File: config.mk
export PLATFORM = sky130hd
export DESIGN_NAME = alu_issue_stage
export DESIGN_NICKNAME = d
export VERILOG_FILES = /design/src/rtl/alu_pkg.sv /design/src/rtl/alu_op_decode.sv /design/src/rtl/alu_issue_stage.sv
export SDC_FILE = /design/constraint.sdc
export NUM_CORES = 1
export LEC_CHECK = 0
export CORE_UTILIZATION = 54
export DETAILED_ROUTE_END_ITERATION = 7
export PLACE_DENSITY_LB_ADDON = 0.2
export SYNTH_ARGS = -nofsm -noshare
export SYNTH_HDL_FRONTEND = slang
export SYNTH_SLANG_ARGS = --single-unit
File: constraint.sdc
create_clock -name clk -period 4.55 [get_ports clk]
set_clock_uncertainty 0.1 [all_clocks]
set_input_delay 0.6825 -clock clk [delete_from_list [all_inputs] [get_ports clk]]
set_output_delay 0.6825 -clock clk [all_outputs]
set_load 0.02 [all_outputs]
File: src/rtl/alu_pkg.sv
// Shared constants for the RV32 ALU issue stage: ALU function codes,
// RV32I opcode / funct fields, and the sign bias used for signed compares.
package alu_pkg;

    // ALU function codes understood by the combinational execute-stage ALU
    localparam logic [3:0] ALU_ADD   = 4'b0000;
    localparam logic [3:0] ALU_SUB   = 4'b0001;  // ALU computes B - A
    localparam logic [3:0] ALU_SLTU  = 4'b0010;
    localparam logic [3:0] ALU_AND   = 4'b0011;
    localparam logic [3:0] ALU_OR    = 4'b0100;
    localparam logic [3:0] ALU_XOR   = 4'b0101;
    localparam logic [3:0] ALU_SLL   = 4'b0110;  // shifts B by A
    localparam logic [3:0] ALU_SRL   = 4'b0111;  // shifts B by A
    localparam logic [3:0] ALU_SRA   = 4'b1000;
    localparam logic [3:0] ALU_PASSB = 4'b1010;

    // RV32I major opcodes handled by this stage
    localparam logic [6:0] OPC_OP     = 7'b0110011;
    localparam logic [6:0] OPC_OP_IMM = 7'b0010011;
    localparam logic [6:0] OPC_LUI    = 7'b0110111;
    localparam logic [6:0] OPC_AUIPC  = 7'b0010111;

    // funct3 values shared by OP and OP-IMM
    localparam logic [2:0] F3_ADD_SUB = 3'b000;
    localparam logic [2:0] F3_SLL     = 3'b001;
    localparam logic [2:0] F3_SLT     = 3'b010;
    localparam logic [2:0] F3_SLTU    = 3'b011;
    localparam logic [2:0] F3_XOR     = 3'b100;
    localparam logic [2:0] F3_SR      = 3'b101;
    localparam logic [2:0] F3_OR      = 3'b110;
    localparam logic [2:0] F3_AND     = 3'b111;

    // funct7 values: base encoding and the alternate (SUB / SRA / SRAI)
    localparam logic [6:0] F7_BASE = 7'h00;
    localparam logic [6:0] F7_ALT  = 7'h20;

    // XOR both compare operands with this to turn unsigned less-than into signed
    localparam logic [31:0] SIGN_BIAS = 32'h8000_0000;

endpackage

File: src/rtl/alu_op_decode.sv
// Combinational RV32I decoder: instruction + PC + operand values become the
// ALU function code, the two operand buses, rd, write enable and illegal flag.
module alu_op_decode
    import alu_pkg::*;
#(
    parameter int DATA_WIDTH = 32,
    parameter int FUNC_WIDTH = 4
) (
    input  logic [31:0]           instr,
    input  logic [DATA_WIDTH-1:0] pc,
    input  logic [DATA_WIDTH-1:0] rs1_val,
    input  logic [DATA_WIDTH-1:0] rs2_val,
    output logic [FUNC_WIDTH-1:0] alu_ctrl,
    output logic [DATA_WIDTH-1:0] bus_a,
    output logic [DATA_WIDTH-1:0] bus_b,
    output logic [4:0]            rd,
    output logic                  we,
    output logic                  illegal
);

    logic [6:0]            opcode;
    logic [6:0]            funct7;
    logic [2:0]            funct3;
    logic                  reg_form;
    logic                  base_f7;
    logic [DATA_WIDTH-1:0] imm_i;
    logic [DATA_WIDTH-1:0] imm_u;
    logic [DATA_WIDTH-1:0] src2;
    logic [DATA_WIDTH-1:0] shamt;
    logic [DATA_WIDTH-1:0] bias;
    logic [3:0]            ctrl;
    logic [DATA_WIDTH-1:0] op_a;
    logic [DATA_WIDTH-1:0] op_b;
    logic                  ill;

    assign opcode   = instr[6:0];
    assign funct3   = instr[14:12];
    assign funct7   = instr[31:25];
    assign rd       = instr[11:7];
    assign reg_form = (opcode == OPC_OP);
    // Immediate forms carry imm bits in funct7, so only the register form checks it
    assign base_f7  = !reg_form || (funct7 == F7_BASE);
    assign imm_i    = DATA_WIDTH'($signed(instr[31:20]));
    assign imm_u    = DATA_WIDTH'($signed({instr[31:12], 12'b0}));
    assign src2     = reg_form ? rs2_val : imm_i;
    assign shamt    = DATA_WIDTH'(reg_form ? rs2_val[4:0] : instr[24:20]);
    assign bias     = DATA_WIDTH'(SIGN_BIAS);

    // Opcode/funct decode into ALU code and operand routing; illegal forces a NOP-like ADD 0,0
    always_comb begin
        ctrl = ALU_ADD;
        op_a = '0;
        op_b = '0;
        ill  = 1'b0;
        case (opcode)
            OPC_OP, OPC_OP_IMM: begin
                case (funct3)
                    F3_ADD_SUB: begin
                        if (reg_form && funct7 == F7_ALT) begin
                            ctrl = ALU_SUB; op_a = rs2_val; op_b = rs1_val;
                        end else if (base_f7) begin
                            ctrl = ALU_ADD; op_a = rs1_val; op_b = src2;
                        end else begin
                            ill = 1'b1;
                        end
                    end
                    F3_SLL: begin
                        if (funct7 == F7_BASE) begin
                            ctrl = ALU_SLL; op_a = shamt; op_b = rs1_val;
                        end else begin
                            ill = 1'b1;
                        end
                    end
                    F3_SLT: begin
                        ctrl = ALU_SLTU; op_a = rs1_val ^ bias; op_b = src2 ^ bias;
                        ill  = !base_f7;
                    end
                    F3_SLTU: begin
                        ctrl = ALU_SLTU; op_a = rs1_val; op_b = src2; ill = !base_f7;
                    end
                    F3_XOR: begin
                        ctrl = ALU_XOR; op_a = rs1_val; op_b = src2; ill = !base_f7;
                    end
                    F3_OR: begin
                        ctrl = ALU_OR; op_a = rs1_val; op_b = src2; ill = !base_f7;
                    end
                    F3_AND: begin
                        ctrl = ALU_AND; op_a = rs1_val; op_b = src2; ill = !base_f7;
                    end
                    F3_SR: begin
                        if (funct7 == F7_BASE) begin
                            ctrl = ALU_SRL; op_a = shamt; op_b = rs1_val;
                        end else if (funct7 == F7_ALT) begin
                            ctrl = ALU_SRA; op_a = rs1_val; op_b = shamt;
                        end else begin
                            ill = 1'b1;
                        end
                    end
                    default: ill = 1'b1;
                endcase
            end
            OPC_LUI: begin
                ctrl = ALU_PASSB; op_a = '0; op_b = imm_u;
            end
            OPC_AUIPC: begin
                ctrl = ALU_ADD; op_a = pc; op_b = imm_u;
            end
            default: ill = 1'b1;
        endcase
        if (ill) begin
            ctrl = ALU_ADD;
            op_a = '0;
            op_b = '0;
        end
    end

    assign alu_ctrl = FUNC_WIDTH'(ctrl);
    assign bus_a    = op_a;
    assign bus_b    = op_b;
    assign illegal  = ill;
    assign we       = !ill && (rd != 5'd0);

endmodule

File: src/rtl/alu_issue_stage.sv
// Decode/issue stage in front of the RV32 ALU: decodes accepted instructions
// and holds them in a 2-entry skid buffer (main drives the outputs, skid
// catches one entry while main is stalled) so in_ready comes from a flop.
//
// Handshake: a transfer happens on a clock edge where valid & ready are both
// high. The producer holds payload stable while valid & !ready; valid never
// depends combinationally on ready, and in_ready depends only on flops.
module alu_issue_stage
    import alu_pkg::*;
#(
    parameter int DATA_WIDTH = 32,
    parameter int FUNC_WIDTH = 4
) (
    input  logic                  clk,
    input  logic                  rst_n,
    input  logic                  flush,
    input  logic                  in_valid,
    output logic                  in_ready,
    input  logic [31:0]           in_instr,
    input  logic [DATA_WIDTH-1:0] in_pc,
    input  logic [DATA_WIDTH-1:0] in_rs1_val,
    input  logic [DATA_WIDTH-1:0] in_rs2_val,
    output logic                  out_valid,
    input  logic                  out_ready,
    output logic [FUNC_WIDTH-1:0] out_alu_ctrl,
    output logic [DATA_WIDTH-1:0] out_bus_A,
    output logic [DATA_WIDTH-1:0] out_bus_B,
    output logic [4:0]            out_rd,
    output logic                  out_we,
    output logic                  out_illegal
);

    typedef struct packed {
        logic [FUNC_WIDTH-1:0] ctrl;
        logic [DATA_WIDTH-1:0] bus_a;
        logic [DATA_WIDTH-1:0] bus_b;
        logic [4:0]            rd;
        logic                  we;
        logic                  illegal;
    } entry_t;

    entry_t dec_entry;
    entry_t main_q, main_d;
    entry_t skid_q, skid_d;
    logic   main_valid_q, main_valid_d;
    logic   skid_valid_q, skid_valid_d;
    logic   accept;
    logic   drain;

    alu_op_decode #(
        .DATA_WIDTH(DATA_WIDTH),
        .FUNC_WIDTH(FUNC_WIDTH)
    ) u_decode (
        .instr    (in_instr),
        .pc       (in_pc),
        .rs1_val  (in_rs1_val),
        .rs2_val  (in_rs2_val),
        .alu_ctrl (dec_entry.ctrl),
        .bus_a    (dec_entry.bus_a),
        .bus_b    (dec_entry.bus_b),
        .rd       (dec_entry.rd),
        .we       (dec_entry.we),
        .illegal  (dec_entry.illegal)
    );

    assign accept = in_valid && !skid_valid_q;
    assign drain  = main_valid_q && out_ready;

    // Buffer next-state: flush wins; main refills from skid first so order is kept
    always_comb begin
        main_d       = main_q;
        main_valid_d = main_valid_q;
        skid_d       = skid_q;
        skid_valid_d = skid_valid_q;
        if (flush) begin
            main_valid_d = 1'b0;
            skid_valid_d = 1'b0;
        end else if (!main_valid_q || drain) begin
            if (skid_valid_q) begin
                // skid full implies in_ready was low, so no new entry this cycle
                main_d       = skid_q;
                main_valid_d = 1'b1;
                skid_valid_d = 1'b0;
            end else if (accept) begin
                main_d       = dec_entry;
                main_valid_d = 1'b1;
            end else begin
                main_valid_d = 1'b0;
            end
        end else if (accept) begin
            skid_d       = dec_entry;
            skid_valid_d = 1'b1;
        end
    end

    // Buffer registers; reset clears both entries and the presented payload
    always_ff @(posedge clk or negedge rst_n) begin
        if (!rst_n) begin
            main_q       <= '0;
            skid_q       <= '0;
            main_valid_q <= 1'b0;
            skid_valid_q <= 1'b0;
        end else begin
            main_q       <= main_d;
            skid_q       <= skid_d;
            main_valid_q <= main_valid_d;
            skid_valid_q <= skid_valid_d;
        end
    end

    assign in_ready     = !skid_valid_q;
    assign out_valid    = main_valid_q;
    assign out_alu_ctrl = main_q.ctrl;
    assign out_bus_A    = main_q.bus_a;
    assign out_bus_B    = main_q.bus_b;
    assign out_rd       = main_q.rd;
    assign out_we       = main_q.we;
    assign out_illegal  = main_q.illegal;

endmodule

# == Word level (Yosys, flattened, before mapping) ==
# Index checks and enable logic that the tools add are counted.
# word_totals
regBits,152
inputBits,133
output_inout_bits,77
word_cells,95
# op_classes
eq_ne,12
n_mux,41
bitwise,4
n_reduce_logical,24
# op_table
op,count
32-bit two-way mux,13
32-bit case mux with 5 select lines,2
75-bit two-way mux,2
32-bit case mux with 2 select lines,2
4-bit case mux with 7 select lines,1
7-bit by 6-bit equality test with 1-bit output (second input constant),3
7-bit by 5-bit equality test with 1-bit output (second input constant),2
1-bit two-way mux,13
3-bit equality test (second input constant),4
4-bit two-way mux,3
4-bit case mux with 2 select lines,1
7-bit zero test,1
3-bit by 2-bit equality test with 1-bit output (second input constant),2
3-bit AND reduction,2
2-bit OR reduction,3
1-bit zero test,5
5-bit two-way mux,1
5-bit nonzero test,1
5-bit OR reduction,1
1-bit logical AND,4
1-bit NOT,4
1-bit case mux with 4 select lines,1
2-bit nonzero test,2
4-bit OR reduction,1
6 further kinds,7

# == Depth between registers and ports, before layout ==
# Gate-level depths: netlist (run 1).
# depth
ltp_word,11
ltp_mapped,10
ltp_nobuf,6

# == Modules after synthesis ==
# A second synthesis (run 1) with hierarchy kept.
# unflattened
hier_cells,854
area_unflattened_um2,10099.7
# by_module_without_submodules
module,instances,cells_each,area_each_um2,seq_area_each_um2
alu_issue_stage,1,411,7111.8,3803.6
alu_op_decode,1,443,2987.9,0.0

# == Worst setup path before layout (run 1) ==
# No wires, ideal clock.
# synth_path
path_type,input -> register
from,in in_instr[30]
to,reg main_q (netlist bit out_alu_ctrl[2])
setup_time_ns,0.082
t_arrival_ns,2.881
required_ns,4.368
slack_ns,1.487
stages,9
path_buffers,3
path_cell_list,clkbuf_1 or3_1 or2_1 buf_6 and3_4 or3_4 buf_6 or4_1 a31oi_1
# synth_between
elab_chain_cells,9
word_cells_on_any_way,19
classes_between,1 x eq/ne; 14 x mux; 4 x reduce/logical
# synth_rtl
item,line,rtl
start: declaration,alu_issue_stage.sv:19,"input logic [31:0] in_instr,"
7-bit zero test,"alu_op_decode.sv:42, alu_op_decode.sv:68, alu_op_decode.sv:91",
1-bit logical OR,alu_op_decode.sv:42,assign base_f7 = !reg_form || (funct7 == F7_BASE);
1-bit two-way mux,alu_op_decode.sv:61,end else if (base_f7) begin
1-bit two-way mux,alu_op_decode.sv:59,if (reg_form && funct7 == F7_ALT) begin
1-bit case mux with 4 select lines,alu_op_decode.sv:57,case (funct3)
1-bit case mux with 2 select lines,alu_op_decode.sv:55,case (opcode)
4-bit two-way mux (*),alu_op_decode.sv:110,if (ill) begin
75-bit two-way mux (*),alu_issue_stage.sv:84,end else if (accept) begin
75-bit two-way mux (*),alu_issue_stage.sv:79,if (skid_valid_q) begin
end signal: assignment,alu_issue_stage.sv:104,main_q <= main_d;
end: declaration,alu_issue_stage.sv:43,"entry_t main_q, main_d;"
# Mark *: on every way between the ends. The rest lies on a longest branch, timed or not. The select of a mux whose other input is x is not followed.
# A chain may end at the register's enable or synchronous reset.

# == Worst setup path in the final report (run 1) ==
# layout_path
from,in in_instr[26]
to,reg skid_q[25] (netlist bit)
# layout_between
elab_chain_cells,7
word_cells_on_any_way,19
classes_between,1 x eq/ne; 14 x mux; 4 x reduce/logical
# layout_rtl
item,line,rtl
7-bit zero test,"alu_op_decode.sv:42, alu_op_decode.sv:68, alu_op_decode.sv:91",
1-bit logical OR,alu_op_decode.sv:42,
32-bit two-way mux / 1-bit two-way mux (equally long branches),alu_op_decode.sv:61,
32-bit two-way mux / 1-bit two-way mux (equally long branches),alu_op_decode.sv:59,
32-bit case mux with 5 select lines / 1-bit case mux with 4 select lines (equally long branches),alu_op_decode.sv:57,
32-bit case mux with 2 select lines / 1-bit case mux with 2 select lines (equally long branches),alu_op_decode.sv:55,
32-bit two-way mux (*),alu_op_decode.sv:110,
end signal: assignment,alu_issue_stage.sv:105,skid_q <= skid_d;
end: declaration,alu_issue_stage.sv:44,"entry_t skid_q, skid_d;"
# Mark *: on every way between the ends. The rest lies on a longest branch, timed or not.

==> results of run 1 <==
[cells in the mapped netlist, drive strengths merged (4+ instances only)]
cell type,instances
mux2i,14
o31ai,10
a211oi,5
and3,46
nor2,52
o22ai,12
o21ai,112
nand2,148
nor2b,24
dfrtp,152
a221oi,6
o22a,11
a221o,50
inv,5
clkbuf,77
a32oi,17
buf,11
and2,6
nand3,38
o2bb2ai,22
a21o,21
o21a,4
a2bb2oi,9
a211o,6
a21oi,92
nor3,10
[per-layer routing]
| metal | part of all wire [%] | global-route usage, % |
|---|---|---|
| met5 | 0 | 0 |
| met4 | 3.7 | 17.23 |
| met3 | 12 | 10.23 |
| met2 | 45 | 57.81 |
| met1 | 39 | 52.30 |
[logic make-up (layout without fill, tap and decap cells)]
kind of cell / Yosys count / count (layout) / synth area share (%)
buf+inv: 93 / 278 / 4.313
flops: 152 / 152 / 43.85
compound gates: 398 / 398 / 30.99
simple gates: 347 / 347 / 19.23
mux: 14 / 14 / 1.616
[area by class of cell]
cell class | count | area [um^2] | area share [%]
clock buffer | 20 | 446.7 | 3.871
clock inverter | 12 | 141.4 | 1.225
inverter | 5 | 18.77 | 0.1627
multi-input combinational | 759 | 4529 | 39.25
sequential | 152 | 3805 | 32.98
tap | 211 | 264.0 | 2.288
timing repair buffer | 241 | 2333 | 20.22
[registers in the layout (all words and copies together) (netlist names), 4 cells and up]
register      cells
out_rd            5
skid_q           75
out_alu_ctrl      4
out_bus_B        32
out_bus_A        32
[worst max path at each step]
stage	cells past startpoint	slack (ns)	end
2_1_floorplan	9	1.49	out_alu_ctrl[2]$_DFFE_PN0P_
3_3_place_gp	8	0.70	skid_q[28]$_DFFE_PN0P_
3_5_place_dp	8	0.64	out_bus_B[24]$_DFFE_PN0P_
4_1_cts	8	1.09	out_bus_A[13]$_DFFE_PN0P_
5_1_grt	8	0.96	skid_q[24]$_DFFE_PN0P_
6_report	8	1.01	skid_q[25]$_DFFE_PN0P_
[report_power, final]
group	internal [mW]	total, mW	switching (mW)	leakage [nW]
clock	0.830	1.43	0.598	0.276
combinational	0.273	0.596	0.323	2.48
sequential	1.43	1.47	0.0461	2.04
[metrics by stage]
stage                     setup slack, ns  utilization, %
after floorplan                     1.487               -
after global placement             0.7034           70.98
after detailed placement           0.6443           70.98
after CTS                           1.092           74.79
after global routing               0.9645           74.79
final                               1.014           74.79
==> run summary, run 1 <==
* Crit. End Element: register
* starting utilization of the core area: 56.22%
* sequential cell area fraction in the yosys report: 43.85%
* clock-pin transition on the worst setup and hold timing paths: 0.07 ns
* synthesized area per cell: 8.639 um^2
* area of the core region: 15430 um^2
* area delta synth->final: 33.04%
* post-route design area: 11540 um^2
* P_leak: 4.801 nW
* total placed cells including tap cells: 1368
* Syn Inst Count: 1004
* biggest area contributors in the synthesized netlist: dfrtp_1 44%, o21ai_0 6.5%, nand2_1 6.4%
* endpoints failing setup: 0
* commonest cells after routing, fill and taps aside: 208 x clkdlybuf4s50_1, 151 x dfrtp_1, 146 x nand2_1
* number of search-and-repair iterations in the first detailed-routing pass: 6
* number of synthesis warnings: 0
* category of the critical setup timing path: primary input to register
* Slew Viols, Final: 0
* Resized cells post-CTS: 0
* highest-delay cell along the critical path: or4_4
* Pwr Total: 3.498 mW
* post-detailed-routing wire length: 30870 um
* CTS buffer count: 17
* vias in the first global route: 8725
* final layout net count: 1309
* full die area: 16570 um^2
* launch instance of the worst register-to-register path: skid_valid_q$_DFFE_PN0P_
* CTS Sinks: 152
* Buf+Inv Stages, Crit Path: 2
* # port buffers: 209
* horizontal die dimension: 128.7 um
* worst-skew pair later-pin latency: 0.44 ns
* most common cell after layout, fill and taps aside: clkdlybuf4s50_1
* pin count of the biggest net entering global routing: 90
* power per unit of standard cell area: 303.2 nW/um^2
* flip-flop cell with the highest count after synthesis: dfrtp_1
* Slew Limit Headroom: 41.61%
* max-capacitance violation count: 0
* number of antenna repair diodes: 0
* post-route insts no fill: 1400
* Critical Path RT: 4.82 ns
* total placed instance area: 10950 um^2
* Via density: 6.655
* result of the run: finished, final reports clean
* vias post-DR: 9317
* Critical Path Source: in_instr[26]
* Post-CTS Repair Setup Buffers: 0
* cell accounting for the most synthesized area: dfrtp_1
* post-route worst hold slack: 0.2008 ns
* area share of the largest cell type after synthesis: 43.85%
* Mapped Nets: 1137
* RSZ-0062 raised after global routing: no
* First DRT Iteration DRCs: 1147
* Max clock buf depth: 2
* final critical-path share of the clock period: 77.71%
* detailed placer's ending HPWL: 21190 um
* CP top delay family: simple AND/OR/NAND/NOR gates
* ports placed on the boundary: 210
* async set or reset register ratio after synthesis: 100.0%
* slack of the worst reg-to-reg path: 1.84 ns
* total gr overflow: 0
* synthesized cell area: 8673 um^2
* Post-synth EDFFs: 0
* time the final worst path needs with I/O delays and setup: 3.536 ns
* worst ir drop on vdd: 0.2829 mV
* remaining design rule violation count: 0
* fmax: 282.8 MHz
* aggregate negative setup slack: 0 ns
* layout cells sized above 1: 6.897%
* maximum fanout count along the critical path: 20
* sort of element at the start of the critical path: primary input
* worst endpoint data arrival time: 3.81 ns
* final antenna-violating net count: 0
* filler cell count: 1167
* delay of the slowest critical-path stage: 0.61 ns
* cells along the critical path: clkdlybuf4s50_1 -> or4_4 -> or2_1 -> and3_4 -> or3_4 -> nor2_2 -> buf_4 -> a221o_1
* CTS Root Buffer Type: clkbuf_16
* DIE HEIGHT: 128.7 um
* combined global-route utilization of all metal layers: 38.49%
* Fin. Hold Viols: 0
* post-cts hold buffer count: 0
* transition at the pin with the smallest max-transition slack: 0.8758 ns
* total of flip-flops plus latches after synthesis: 152
* count of standard-cell rows: 45
* number of levels the H-tree was split into: 4
* type of the worst min-delay path: primary input to async pin
* critical register-to-register path endpoint: out_bus_B[5]$_DFFE_PN0P_
* number of antenna violations at the first check in global routing: 0
* number of distinct library cells after synthesis: 60
* final routed wire length divided by cell count: 22.05 um
* first-pass GRT wire length: 48270 um
* CTS tree: built
* Reg2Reg Depth: 6
* GPL Wtd Cong: 0.9625
(Power assumes the default switching activity.)
==> run 2, diff against run 1 <==
- CORE_UTILIZATION: 54 -> 51
- clock period: 4.55 -> 3.7 ns (I/O delays scaled with it)
==> run summary, run 2 (synthesized netlist as in run 1, its figures left out) <==
* maximum fanout count along the critical path: 19
* Post-CTS Repair Setup Buffers: 0
* post-detailed-routing wire length: 30890 um
* sort of element at the start of the critical path: primary input
* Pwr Total: 4.452 mW
* vias in the first global route: 8814
* final routed wire length divided by cell count: 21.60 um
* endpoints failing setup: 0
* total placed cells including tap cells: 1397
* switching share of total power: 26.64%
* GPL Wtd Cong: 0.9522
* layout cells sized above 1: 8.437%
* clock-pin transition on the worst setup and hold timing paths: 0.06 ns
* fmax: 294.7 MHz
* first-pass GRT wire length: 48860 um
* power per unit of standard cell area: 378.4 nW/um^2
* number of levels the H-tree was split into: 4
* Slew Viols, Final: 0
* ports placed on the boundary: 210
* post-cts hold buffer count: 0
* max-capacitance violation count: 0
* Crit. End Element: register
* total met3 wirelength after detailed routing: 3230 um
* worst endpoint data arrival time: 3.66 ns
* WL met1: 12660 um
* CTS Root Buffer Type: clkbuf_16
* count of standard-cell rows: 47
* category of the critical setup timing path: primary input to register
* number of search-and-repair iterations in the first detailed-routing pass: 5
* final antenna-violating net count: 0
* commonest cells after routing, fill and taps aside: 208 x clkdlybuf4s50_1, 151 x dfrtp_1, 146 x nand2_1
* detailed placer's ending HPWL: 20990 um
* remaining design rule violation count: 0
* Psw: 1.186 mW
* final layout net count: 1329
* Max clock buf depth: 2
* highest metal layer with signal wires: met4
* P_int: 3.266 mW
* most common cell after layout, fill and taps aside: clkdlybuf4s50_1
* post-route insts no fill: 1430
* full die area: 17530 um^2
* worst ir drop on vdd: 0.3099 mV
* # port buffers: 209
* starting utilization of the core area: 52.30%
* Via density: 6.446
* pin count of the biggest net entering global routing: 111
* Comb pwr share: 16.7%
* total placed instance area: 11130 um^2
* area of the core region: 16580 um^2
* combined global-route utilization of all metal layers: 35.90%
* CTS buffer count: 17
* vias post-DR: 9218
* DIE HEIGHT: 132.4 um
* worst-skew pair later-pin latency: 0.43 ns
* Resized cells post-CTS: 0
* result of the run: finished, final reports clean
* transition at the pin with the smallest max-transition slack: 1.023 ns
* number of antenna violations at the first check in global routing: 1
* CTS Sinks: 152
* area delta synth->final: 35.67%
* First DRT Iteration DRCs: 915
* horizontal die dimension: 132.4 um
* Critical Path RT: 3.96 ns
* final critical-path share of the clock period: 91.72%
* Sequential Power Share: 40.7%
* CTS tree: built
* post-route design area: 11770 um^2
* largest register by flop count: skid_q
* post-route worst hold slack: 0.1572 ns
* P_leak: 4.918 nW
* Fin. Hold Viols: 0
* share of total power in the clock network: 42.6%
* RSZ-0062 raised after global routing: no
* number of flip-flops under the largest register name: 75
* time the final worst path needs with I/O delays and setup: 3.394 ns
* met2 WL post-DR: 14210 um
* Slew Limit Headroom: 31.77%
* total gr overflow: 0
* type of the worst min-delay path: primary input to async pin
==> run 2: worst paths after layout <==
kind | start | to | slack, ns | cells after the start
setup / recovery | in_instr[27] | skid_q[35]$_DFFE_PN0P_ | 0.31 | 7
hold / removal | rst_n | out_rd[2]$_DFFE_PN0P_ | 0.16 | 1
setup reg to reg | skid_valid_q$_DFFE_PN0P_ | out_bus_B[29]$_DFFE_PN0P_ | 1.18 | 7
hold reg to reg | skid_q[58]$_DFFE_PN0P_ | skid_q[58]$_DFFE_PN0P_ | 0.37 | 2
max in group asynchronous | rst_n | skid_q[48]$_DFFE_PN0P_ | 2.44 | 2
min in group clk | skid_q[58]$_DFFE_PN0P_ | skid_q[58]$_DFFE_PN0P_ | 0.37 | 2
==> run 2: stage by stage <==
step / setup TNS (ns) / worst slack, ns / utilization [%]
after global routing: 0 / 0.1699 / 70.96
after detailed placement: -0.4405 / -0.03420 / 67.12
after CTS: 0 / 0.4075 / 70.94
after global placement: 0 / 0.08815 / 67.12
final: 0 / 0.3063 / 70.96
after floorplan: 0 / 0.7642 / -
==> run 2: layer usage <==
layer	vias up	global-route usage (%)
met5	-	0
met1	4464	49.26
met2	571	55.15
met3	59	8.851
met4	0	13.09
li1	4124	-
==> run 2: layout make-up <==
cell class	instances	area [um^2]
inverter	5	18.77
fill	1346	4816
timing repair buffer	261	2509
antenna	1	2.502
clock inverter	12	187.7
sequential	152	3805
multi-input combinational	759	4523
clock buffer	20	446.7
tap	220	275.3
==> run 2: power by group through the flow <==
stage / sequential, mW / clock (mW) / combinational [mW]
finish: 1.81 / 1.89 / 0.745
global route: 1.82 / 1.97 / 0.794
CTS: 1.81 / 1.90 / 0.738
detailed placement: 1.84 / 0 / 0.734
global placement: 1.84 / 0 / 0.726
floorplan: 1.89 / 0 / 0.258
==> run 2: worst max-delay path, stage by stage <==
cell	delay, ns
clkdlybuf4s50_1	0.61
or4_4	0.52
nor3_1	0.31
a211oi_1	0.20
or3_4	0.49
nor2_2	0.69
a221o_1	0.27
==> run 3, diff against run 2 <==
- HOLD_SLACK_MARGIN: unset -> 0.15
==> results of run 3 <==
Final layout, timing and power as in run 2 (identical DEF).
